==> src/rtl/pulse_decoder_pkg.sv <==
// Shared types and helpers for the pulse decoder: FSM states, stats width,
// and the event-width calculation derived from MAX_WIDTH.
package pulse_decoder_pkg;

   typedef enum logic [1:0] {
      PD_WAIT_LOW = 2'd0,
      PD_IDLE     = 2'd1,
      PD_MEASURE  = 2'd2,
      PD_STUCK    = 2'd3
   } pd_state_t;

   localparam int STAT_W = 32;

   // Bits needed to hold every count from 0 up to max_width inclusive.
   function automatic int width_for(input int max_width);
      return $clog2(max_width + 1);
   endfunction

endpackage

==> src/rtl/pulse_event_fifo.sv <==
// Small synchronous event queue. It accepts a push into a full queue when a
// pop happens in the same cycle. Its flags are derived from the element count.
module pulse_event_fifo #(
   parameter int DATA_W = 8,
   parameter int DEPTH  = 4
) (
   input  logic              clk,
   input  logic              reset,
   input  logic              i_push,
   input  logic [DATA_W-1:0] i_push_data,
   input  logic              i_pop,
   output logic [DATA_W-1:0] o_data,
   output logic              o_valid,
   output logic              o_full
);

   localparam int PTR_W = $clog2(DEPTH);
   localparam logic [PTR_W:0] FULL_CNT = (PTR_W+1)'(DEPTH);

   logic [DATA_W-1:0] r_mem [DEPTH];
   logic [PTR_W-1:0]  r_wr_ptr;
   logic [PTR_W-1:0]  r_rd_ptr;
   logic [PTR_W:0]    r_count;
   logic              w_pop;
   logic              w_push;

   assign o_valid = (r_count != '0);
   assign o_full  = (r_count == FULL_CNT);
   assign o_data  = r_mem[r_rd_ptr];
   assign w_pop   = i_pop && o_valid;
   assign w_push  = i_push && (!o_full || w_pop);

   always_ff @(posedge clk) begin
      if (w_push) begin
         r_mem[r_wr_ptr] <= i_push_data;
      end
   end

   // Pointers wrap naturally because DEPTH is a power of two.
   always_ff @(posedge clk) begin
      if (reset) begin
         r_wr_ptr <= '0;
         r_rd_ptr <= '0;
         r_count  <= '0;
      end else begin
         if (w_push) begin
            r_wr_ptr <= r_wr_ptr + PTR_W'(1);
         end
         if (w_pop) begin
            r_rd_ptr <= r_rd_ptr + PTR_W'(1);
         end
         case ({w_push, w_pop})
            2'b10:   r_count <= r_count + (PTR_W+1)'(1);
            2'b01:   r_count <= r_count - (PTR_W+1)'(1);
            default: r_count <= r_count;
         endcase
      end
   end

endmodule

==> src/rtl/pulse_decoder.sv <==
// Measures stretched pulses and queues one width event per valid pulse.
// Optional saturating statistics counters are enabled by PULSE_DECODER_STATS_EN.
module pulse_decoder
   import pulse_decoder_pkg::*;
#(
   parameter int MIN_WIDTH  = 1,
   parameter int MAX_WIDTH  = 255,
   parameter int FIFO_DEPTH = 4,
   localparam int W = width_for(MAX_WIDTH)
) (
   input  logic         clk,
   input  logic         reset,
   input  logic         pulse_in,
   output logic         evt_valid,
   input  logic         evt_ready,
   output logic [W-1:0] evt_width,
   output logic         evt_drop,
   output logic         stuck
`ifdef PULSE_DECODER_STATS_EN
   ,
   output logic [STAT_W-1:0] stat_accepted,
   output logic [STAT_W-1:0] stat_glitch,
   output logic [STAT_W-1:0] stat_dropped,
   output logic [STAT_W-1:0] stat_stuck
`endif
);

   localparam logic [W-1:0] MIN_CNT = W'(MIN_WIDTH);
   localparam logic [W-1:0] MAX_CNT = W'(MAX_WIDTH);

   pd_state_t    r_state;
   logic         r_pulse_q;
   logic         r_primed;
   logic [W-1:0] r_cnt;
   logic         r_stuck;
   logic         r_drop;
   logic         w_push;
   logic         w_full;
   logic         w_drop;

   assign w_push   = (r_state == PD_MEASURE) && !r_pulse_q && (r_cnt >= MIN_CNT);
   assign w_drop   = w_push && w_full && !evt_ready;
   assign stuck    = r_stuck;
   assign evt_drop = r_drop;

   // r_primed keeps WAIT_LOW from trusting the reset value of r_pulse_q, so a
   // line held high across reset is only released after a real low sample.
   always_ff @(posedge clk) begin
      if (reset) begin
         r_state   <= PD_WAIT_LOW;
         r_pulse_q <= 1'b0;
         r_primed  <= 1'b0;
         r_cnt     <= '0;
         r_stuck   <= 1'b0;
         r_drop    <= 1'b0;
      end else begin
         r_pulse_q <= pulse_in;
         r_primed  <= 1'b1;
         r_drop    <= w_drop;
         case (r_state)
            PD_WAIT_LOW: begin
               if (r_primed && !r_pulse_q) begin
                  r_state <= PD_IDLE;
               end
            end
            PD_IDLE: begin
               if (r_pulse_q) begin
                  r_cnt   <= W'(1);
                  r_state <= PD_MEASURE;
               end
            end
            PD_MEASURE: begin
               if (r_pulse_q) begin
                  if (r_cnt == MAX_CNT) begin
                     r_state <= PD_STUCK;
                     r_stuck <= 1'b1;
                  end else begin
                     r_cnt <= r_cnt + W'(1);
                  end
               end else begin
                  r_state <= PD_IDLE;
               end
            end
            PD_STUCK: begin
               if (!r_pulse_q) begin
                  r_state <= PD_IDLE;
                  r_stuck <= 1'b0;
               end
            end
            default: begin
               r_state <= PD_WAIT_LOW;
               r_stuck <= 1'b0;
            end
         endcase
      end
   end

   pulse_event_fifo #(
      .DATA_W (W),
      .DEPTH  (FIFO_DEPTH)
   ) u_fifo (
      .clk         (clk),
      .reset       (reset),
      .i_push      (w_push),
      .i_push_data (r_cnt),
      .i_pop       (evt_ready),
      .o_data      (evt_width),
      .o_valid     (evt_valid),
      .o_full      (w_full)
   );

`ifdef PULSE_DECODER_STATS_EN
   logic [3:0]              w_stat_inc;
   logic [3:0][STAT_W-1:0]  w_stat;

   assign w_stat_inc[0] = w_push;
   assign w_stat_inc[1] = (r_state == PD_MEASURE) && !r_pulse_q && (r_cnt < MIN_CNT);
   assign w_stat_inc[2] = w_drop;
   assign w_stat_inc[3] = (r_state == PD_MEASURE) && r_pulse_q && (r_cnt == MAX_CNT);

   generate
      for (genvar gi = 0; gi < 4; gi++) begin : g_stat
         logic [STAT_W-1:0] r_stat;
         always_ff @(posedge clk) begin
            if (reset) begin
               r_stat <= '0;
            end else if (w_stat_inc[gi] && (r_stat != '1)) begin
               r_stat <= r_stat + STAT_W'(1);
            end
         end
         assign w_stat[gi] = r_stat;
      end
   endgenerate

   assign stat_accepted = w_stat[0];
   assign stat_glitch   = w_stat[1];
   assign stat_dropped  = w_stat[2];
   assign stat_stuck    = w_stat[3];
`endif

endmodule

==> config.mk <==
export PLATFORM = sky130hd
export DESIGN_NAME = pulse_decoder
export DESIGN_NICKNAME = d
export VERILOG_FILES = /design/src/rtl/pulse_decoder_pkg.sv /design/src/rtl/pulse_event_fifo.sv /design/src/rtl/pulse_decoder.sv
export SDC_FILE = /design/constraint.sdc
export NUM_CORES = 1
export LEC_CHECK = 0
export CORE_MARGIN = 2
export CORE_UTILIZATION = 30
export DETAILED_ROUTE_END_ITERATION = 6
export MAX_ROUTING_LAYER = met4
export SLEW_MARGIN = 0
export SYNTH_ARGS = -nofsm -noshare
export SYNTH_HDL_FRONTEND = slang
export SYNTH_SLANG_ARGS = --single-unit
==> constraint.sdc <==
create_clock -name clk -period 6.3 [get_ports clk]
set_clock_uncertainty 0.2 [all_clocks]
set_input_delay 0.63 -clock clk [delete_from_list [all_inputs] [get_ports clk]]
set_output_delay 0.63 -clock clk [all_outputs]
set_load 0.02 [all_outputs]
Word level (Yosys, flattened, before mapping)

Memories as Yosys holds them, arrays and structs flattened. A register that Yosys moved wholly into a read port is not among the register bits.
Index checks and enable logic that the tools add are counted.

RAM bits: 32
Logic and storage cells: 69
Memories: 1
Bits in registers: 21

Memories:

| memory       | words | bits a word | rd ports | clocked after Yosys merged registers in | write ports | line                   | source |
|---|---|---|---|---|---|---|---|
| u_fifo.r_mem | 4     | 8           | 1        | 1                                       | 1           | pulse_event_fifo.sv:20 | `logic [DATA_W-1:0] r_mem [DEPTH];` |

Add/subtract/negate cells: 5
Reduce and logical (&&, ||, !) cells: 19
Order comparisons: 1
Eq/ne operators: 14
Mux-type cells: 20

Operators by type and width:

| cell                | count |
|---|---|
| $mux 8              | 3 |
| $pmux 8 s2          | 1 |
| $mux 2              | 7 |
| $reduce_and 4->1    | 3 |
| $ne 2x2->1 const B  | 5 |
| $add 8x1->8 const B | 1 |
| $eq 8x8->1 const B  | 1 |
| $ge 8x1->1 const B  | 1 |
| $pmux 2 s4          | 1 |
| $logic_and 1x1->1   | 7 |
| $eq 2x2->1 const B  | 3 |
| $mux 1              | 6 |
| $pmux 3 s2          | 1 |
| $reduce_bool 2->1   | 3 |
| $add 2x1->2 const B | 2 |
| $eq 2x1->1 const B  | 2 |
| $add 3x1->3 const B | 1 |
| $eq 3x3->1 const B  | 1 |
| $logic_not 1->1     | 3 |
| $ne 3x2->1 const B  | 1 |
| $reduce_bool 3->1   | 1 |
| $sub 3x1->3 const B | 1 |
| $logic_not 2->1     | 1 |
| $ne 2x1->1 const B  | 1 |
| other kinds (2)     | 2 |

Logic depth before layout (Yosys ltp)

Gate-level depths: netlist (run 1).

Word-level depth: 6
Gate-level depth with buffers: 10

Cells and area by module

Synthesis (run 1) repeated with hierarchy kept, for this count alone.

Cell total of the unflattened synthesis: 185
Area total of the unflattened synthesis: 2452.4 um^2

Modules (own cells, without submodules):

| module           | instances | sequential area each (um^2) | area an instance (um^2) | cells an instance |
|---|---|---|---|---|
| pulse_event_fifo | 1         | 1141.1                      | 1647.8                  | 94 |
| pulse_decoder    | 1         | 280.3                       | 804.5                   | 91 |

Least setup slack after synthesis (run 1)

OpenSTA, ideal clock, no wires.

Kind: register -> register
Start: register r_cnt[0]
End: register u_fifo.r_count[2]
Cell stages (with the launch flop): 10
Data arrival time: 2214 ps
Data required time: 5979 ps
Setup time: 121 ps
Path slack: 3765 ps
Period minus slack after synthesis: 2535 ps
Cell sequence: dfxtp_1 -> inv_1 -> ha_1 -> nor4b_2 -> a21o_2 -> nor2b_1 -> fa_1 -> and2_1 -> a22oi_2 -> mux2_4

Cells in the longest elaborated chain, start to end: 5
Elaborated cells between the ends (all ways): 7
Classes of those cells: 1 x order compare; 2 x eq/ne; 1 x mux; 3 x reduce/logical

Ends and longest elaborated chain:

| item                                            | line                   | source |
|---|---|---|
| from (decl)                                     | pulse_decoder.sv:34    | `logic [W-1:0] r_cnt;` |
| from (signal assigned)                          | pulse_decoder.sv:78    | `r_cnt <= r_cnt + W'(1);` |
| $ge 8x1->1 (*)                                  | pulse_decoder.sv:41    | `assign w_push = (r_state == PD_MEASURE) && !r_pulse_q && (r_cnt >= MIN_CNT);` |
| $logic_and 1x1->1 (*)                           | pulse_decoder.sv:41    |  |
| $logic_and 1x1->1 (*)                           | pulse_event_fifo.sv:31 | `assign w_push = i_push && (!o_full \|\| w_pop);` |
| $eq 2x1->1 or $eq 2x2->1 (tied branches)        | pulse_event_fifo.sv:52 | `case ({w_push, w_pop})` |
| $pmux 3 s2 or $reduce_bool 2->1 (tied branches) | -                      |  |
| to (signal assigned)                            | pulse_event_fifo.sv:53 | `2'b10: r_count <= r_count + (PTR_W+1)'(1);` |
| to (signal assigned)                            | pulse_event_fifo.sv:54 | `2'b01: r_count <= r_count - (PTR_W+1)'(1);` |
| to (signal assigned)                            | pulse_event_fifo.sv:55 | `default: r_count <= r_count;` |
| to (decl)                                       | pulse_event_fifo.sv:23 | `logic [PTR_W:0] r_count;` |

Mark *: on every way between the ends. The rest lies on a longest branch, timed or not.
A chain may end at the register's enable or synchronous reset.

==> impl_metrics.toml, run 1 <==
[power_and_ir_drop]
combPwrFrac_pct = 18.2
swShare_pct = 27.23
p_int_uw = 550.5
ir_drop_uv = 89.65
clockPowerShare_pct = 25.7
power_uw = 756.5
power-per-cell-area_nw_per_um2 = 270.6
leakage_nw = 0.9567
seq_power_share_pct = 56.1
p_sw_uw = 206.0

[logic_synthesis]
yosysUniqueCellTypes = 50
syn-cell-area_sq_um = 2457
synth_edf_count = 32
ys.flop_type = "edfxtp_1"
ys_seq_elements = 55
ys_warn_count = 0
syn-num-nets = 194
synth.avg_cell_area_sq_um = 13.88
syn_inst = 177
ys_seq_area_share_pct = 57.84
async_flop_share_pct = 0

[global_route]
grtUsageTotal_pct = 10.21
first_global_vias = 1332
antenna_found_initial = 0
grt_max_degree = 19
gr-total-overflow = 0
grt_pass1_wl_microns = 6796

[floorplan]
io_pins = 15
die_area_sq_um = 8931
initial_core_util_pct = 30.36
die_x_microns = 94.51
core_sq_um = 8093
std_cell_rows = 33
die_h_microns = 94.51

[hold_path]
hold_class = "reg -> reg"

[sta]
hold_viol = 0
rsz0062_at_grt = "no"
setup_viol = 0
slew_viol_final = 0
fmax_ghz = 0.3397
relSlewSlack_pct = 54.66
post-route-min-period_ns = 2.944
period_share_pct = 46.72
fin_ws_ns = 3.356
setup_tns_ns = 0
worstMarginPinSlew_ns = 0.6729

[routing]
ant_nets = 0
first_pass_iters = 4
wl_microns = 3992
drc = 0
drt_iter0_markers = 79
vias = 1390
avgViaCountPerCell = 4.649
wl_per_cell_microns = 13.35

[clock_tree]
cts_tree = "done"
cts_root_buffer = "clkbuf_8"
path_clk_slew_ns = 0.10
cts_sinks = 55
htreeDepth = 2
postCtsSetupBuffers = 0
cts_resized = 0
cts.path.max_buffers = 2
clk_latency_ns = 0.30
hold_buffers = 0
cts_inserted_buffers = 5

[setup_path]
path_max_fanout = 8
arrival_ns = 2.11
crit_end = "evt_width[5]"
critical_path_class = "reg -> out"
reg2reg_depth = 9
required_ns = 5.47
r2r-end = "u_fifo.r_count[2]"
reg2reg_from = "r_state[0]"
endpoint_kind = "output port"
reg2reg_slack_ns = 3.58
start_kind = "flip-flop"

[place]
place_congestion = 0.7114
dpl.hpwl_microns = 2814
place_area_sq_um = 2704
dpl_worst_slack_ns = 3.535
portBuffers = 14

[run_status]
status = "finished, final reports clean"

[finish]
fillers = 817
nNetsFinal = 210
final_common_cell = "edfxtp_1"
final_cell_mix = "edfxtp_1, dfxtp_1, clkdlybuf4s50_1"
drive_above_1_share_pct = 18.04
antennaDiodeCount = 0
seq_area_sq_um = 1421
final_area_sq_um = 2795
multiInputGateArea_sq_um = 973.4
area_growth_pct = 13.75
fin_util_pct = 34.54

[job]
cap_violations = 0
worst max-delay path, cell delays in order, from the launching register on:
cell,delay [ns]
dfxtp_1,0.67
mux4_2,0.58
clkdlybuf4s50_1,0.55
through the flow:
stage	hold WS [ns]	cells
floorplan	0.2847	177
global placement	0.3049	291
detailed placement	0.3174	291
CTS	0.3469	299
global route	0.3808	299
finish	0.3406	299
registers in the layout, indices dropped and copies added, names as in the netlist, named ones only:
register / flops
r_pulse_q: 1
evt_drop: 1
r_state: 2
u_fifo.r_mem: 32
u_fifo.r_wr_ptr: 2
u_fifo.r_count: 3
r_cnt: 8
stuck: 1
u_fifo.r_rd_ptr: 2
r_primed: 1
Yosys cell counts, drive strengths merged (2+ instances only):
master   n  area share, %
edfxtp  32             39
dfxtp   23             19
nor2    13            2.0
ha      12            6.1
inv     10            1.5
mux4     8            7.3
a21oi    6            1.2
and2     6            1.7
nand2    6           0.92
buf      4           0.87
mux2i    4            1.8
nand3    4           0.81
nor2b    4            1.0
a21o     3           0.97
a31oi    3           0.76
nand2b   3           0.76
o21ai    3           0.61
a211oi   2            1.1
mux2     2            1.2
nand4    2           0.51
nor4b    2            1.2
xnor2    2           0.71
xor2     2           0.71
layer usage:
metal | vias to the layer above | GRT usage [%] | part of all wire (%) | routed length (microns)
met2 | 15 | 16.37 | 50 | 1989
li1 | 688 | - | - | -
met3 | 4 | 2.713 | 3.0 | 118
met1 | 683 | 12.63 | 46 | 1843
met4 | 0 | 3.261 | 1.0 | 40
met5 | - | - | 0 | 0
cell families after synthesis:
kind of cell    Yosys count  share of synthesized area, %
compound gates           29                         9.420
flops                    55                         57.84
xor+xnor                  4                         1.426
fa+ha+maj                13                         6.925
mux                      14                         10.34
simple gates             47                         11.51
buf+inv                  15                         2.546
worst min-delay path by stage:
stage | from | end | depth (start not counted)
floorplan | u_fifo.r_rd_ptr[1] | flip-flop | 2
global placement | u_fifo.r_rd_ptr[1] | u_fifo.r_rd_ptr[1] | 2
detailed placement | u_fifo.r_rd_ptr[1] | flip-flop | 2
CTS | u_fifo.r_rd_ptr[1] | flip-flop | 2
global route | u_fifo.r_rd_ptr[1] | u_fifo.r_rd_ptr[1] | 2
finish | u_fifo.r_rd_ptr[1] | flip-flop | 2
power groups by stage:
stage	Clock (mW)	Sequential [mW]	Combinational [mW]
after floorplan	0	0.414	0.118
final	0.195	0.424	0.138
after global placement	0	0.434	0.139
after global routing	0.213	0.430	0.151
after CTS	0.205	0.426	0.140
after detailed placement	0	0.434	0.138
final cells by class:
class	instances	area share [%]
clock inverters	3	0.8057
flip-flops and latches	55	50.85
clock buffers	5	2.462
well taps	105	4.700
multi-input cells	107	34.83
repair buffers	14	5.013
inverters	10	1.343
Power figures use the tool's default switching activity.
==> inputs of run 2 (changes only) <==
- clock period: 6.3 -> 2.7 ns (I/O delays scaled with it)
==> impl_metrics.toml, run 2 (same netlist as run 1, synthesis figures left out) <==
[floorplan]
die_h_microns = 94.51
initial_core_util_pct = 30.36
die_area_sq_um = 8931
std_cell_rows = 33
die_x_microns = 94.51
core_sq_um = 8093
io_pins = 15

[sta]
rsz0062_at_grt = "no"
fin_ws_ns = 0.1440
slew_viol_final = 0
setup_viol = 0
period_share_pct = 94.67
post-route-min-period_ns = 2.556
hold_viol = 0
relSlewSlack_pct = 61.42
setup_tns_ns = 0
fmax_ghz = 0.3912
worstMarginPinSlew_ns = 0.5761

[clock_tree]
cts_sinks = 55
htreeDepth = 2
cts.path.max_buffers = 2
clk_latency_ns = 0.31
hold_buffers = 0
cts_tree = "done"
cts_inserted_buffers = 5
cts_resized = 0
postCtsSetupBuffers = 0
path_clk_slew_ns = 0.10
cts_root_buffer = "clkbuf_8"

[routing]
first_pass_iters = 4
wl_met3_microns = 140
avgViaCountPerCell = 4.646
drt_iter0_markers = 67
top_layer_used = "met4"
vias = 1431
wl_microns = 4126
wl_per_cell_microns = 13.40
m1WireLength_microns = 1913
drc = 0
ant_nets = 0
routed-wl-met2_microns = 1998

[job]
cap_violations = 0

[setup_path]
path_cells = "inv_1 -> ha_1 -> nor4b_2 -> a21o_2 -> nor2b_1 -> fa_1 -> and2_1 -> a22oi_2 -> mux2_4"
cpMaxStageDelayCell = "fa_1"
crit_family = "adder cells"
critical_path_class = "reg -> reg"
start_kind = "flip-flop"
arrival_ns = 2.55
cpPeakStageDelay_ns = 0.40
worst-path-buf-inv = 1
endpoint_kind = "flip-flop"
required_ns = 2.70
path_max_fanout = 7

[finish]
area_growth_pct = 17.52
top_regs = "u_fifo.r_mem (32), r_cnt (8), u_fifo.r_count (3)"
nNetsFinal = 219
antennaDiodeCount = 0
top_register = "u_fifo.r_mem"
multiInputGateArea_sq_um = 973.4
drive_above_1_share_pct = 22.17
final_cell_mix = "edfxtp_1, dfxtp_1, clkdlybuf4s50_1"
largest_reg_flops = 32
final_common_cell = "edfxtp_1"
seq_area_sq_um = 1423
fillers = 807

[global_route]
first_global_vias = 1455
grtUsageTotal_pct = 10.66
antenna_found_initial = 0
grt_pass1_wl_microns = 7107
gr-total-overflow = 0
grt_max_degree = 19

[place]
dpl_worst_slack_ns = 0.05815
dpl.hpwl_microns = 2923
place_congestion = 0.7188
portBuffers = 14

[run_status]
status = "finished, final reports clean"

[power_and_ir_drop]
ir_drop_uv = 217.4
leakage_nw = 1.011
power-per-cell-area_nw_per_um2 = 648.1

[hold_path]
hold_class = "reg -> reg"
[run 2: worst paths after layout]
| kind | start | to | slack (ns) | cells after the start |
|---|---|---|---|---|
| setup reg to reg | r_cnt[1] | u_fifo.r_count[2] | 0.14 | 9 |
| setup / recovery | r_cnt[1] | u_fifo.r_count[2] | 0.14 | 9 |
| hold reg to reg | r_cnt[1] | u_fifo.r_mem[1][1] | 0.30 | 0 |
| hold / removal | r_cnt[1] | u_fifo.r_mem[1][1] | 0.30 | 0 |
[run 2: metal layers]
metal | track usage, % | vias up
met1 | 12.68 | 692
met3 | 2.713 | 8
met5 | - | -
met4 | 3.382 | 0
li1 | - | 709
met2 | 17.80 | 22
[run 2: cell type report]
cell class / count / share of cell area, %
Inverter: 10 / 1.300
Timing Repair Buffer: 23 / 7.192
Clock inverter: 3 / 1.603
Clock buffer: 5 / 2.383
Sequential cell: 55 / 49.26
Multi-Input combinational cell: 107 / 33.71
Tap cell: 105 / 4.549
[run 2: where the power goes]
group	internal, mW	switching (mW)
registers	0.916	0.0416
logic	0.194	0.175
clock network	0.279	0.265
total	1.39	0.481
[run 2: through the flow]
| stage | util [%] | area, sq um | hold WS [ns] | power [mW] | std cells |
|---|---|---|---|---|---|
| 2_1_floorplan | - | 2457 | 0.1866 | 1.242 | 177 |
| 6_report | 35.68 | 2888 | 0.2953 | 1.872 | 308 |
| 5_1_grt | 35.68 | 2888 | 0.3250 | 1.962 | 308 |
| 3_3_place_gp | 34.25 | 2771 | 0.3283 | 1.352 | 300 |
| 4_1_cts | 35.67 | 2887 | 0.3219 | 1.899 | 308 |
| 3_5_place_dp | 34.25 | 2771 | 0.3276 | 1.354 | 300 |
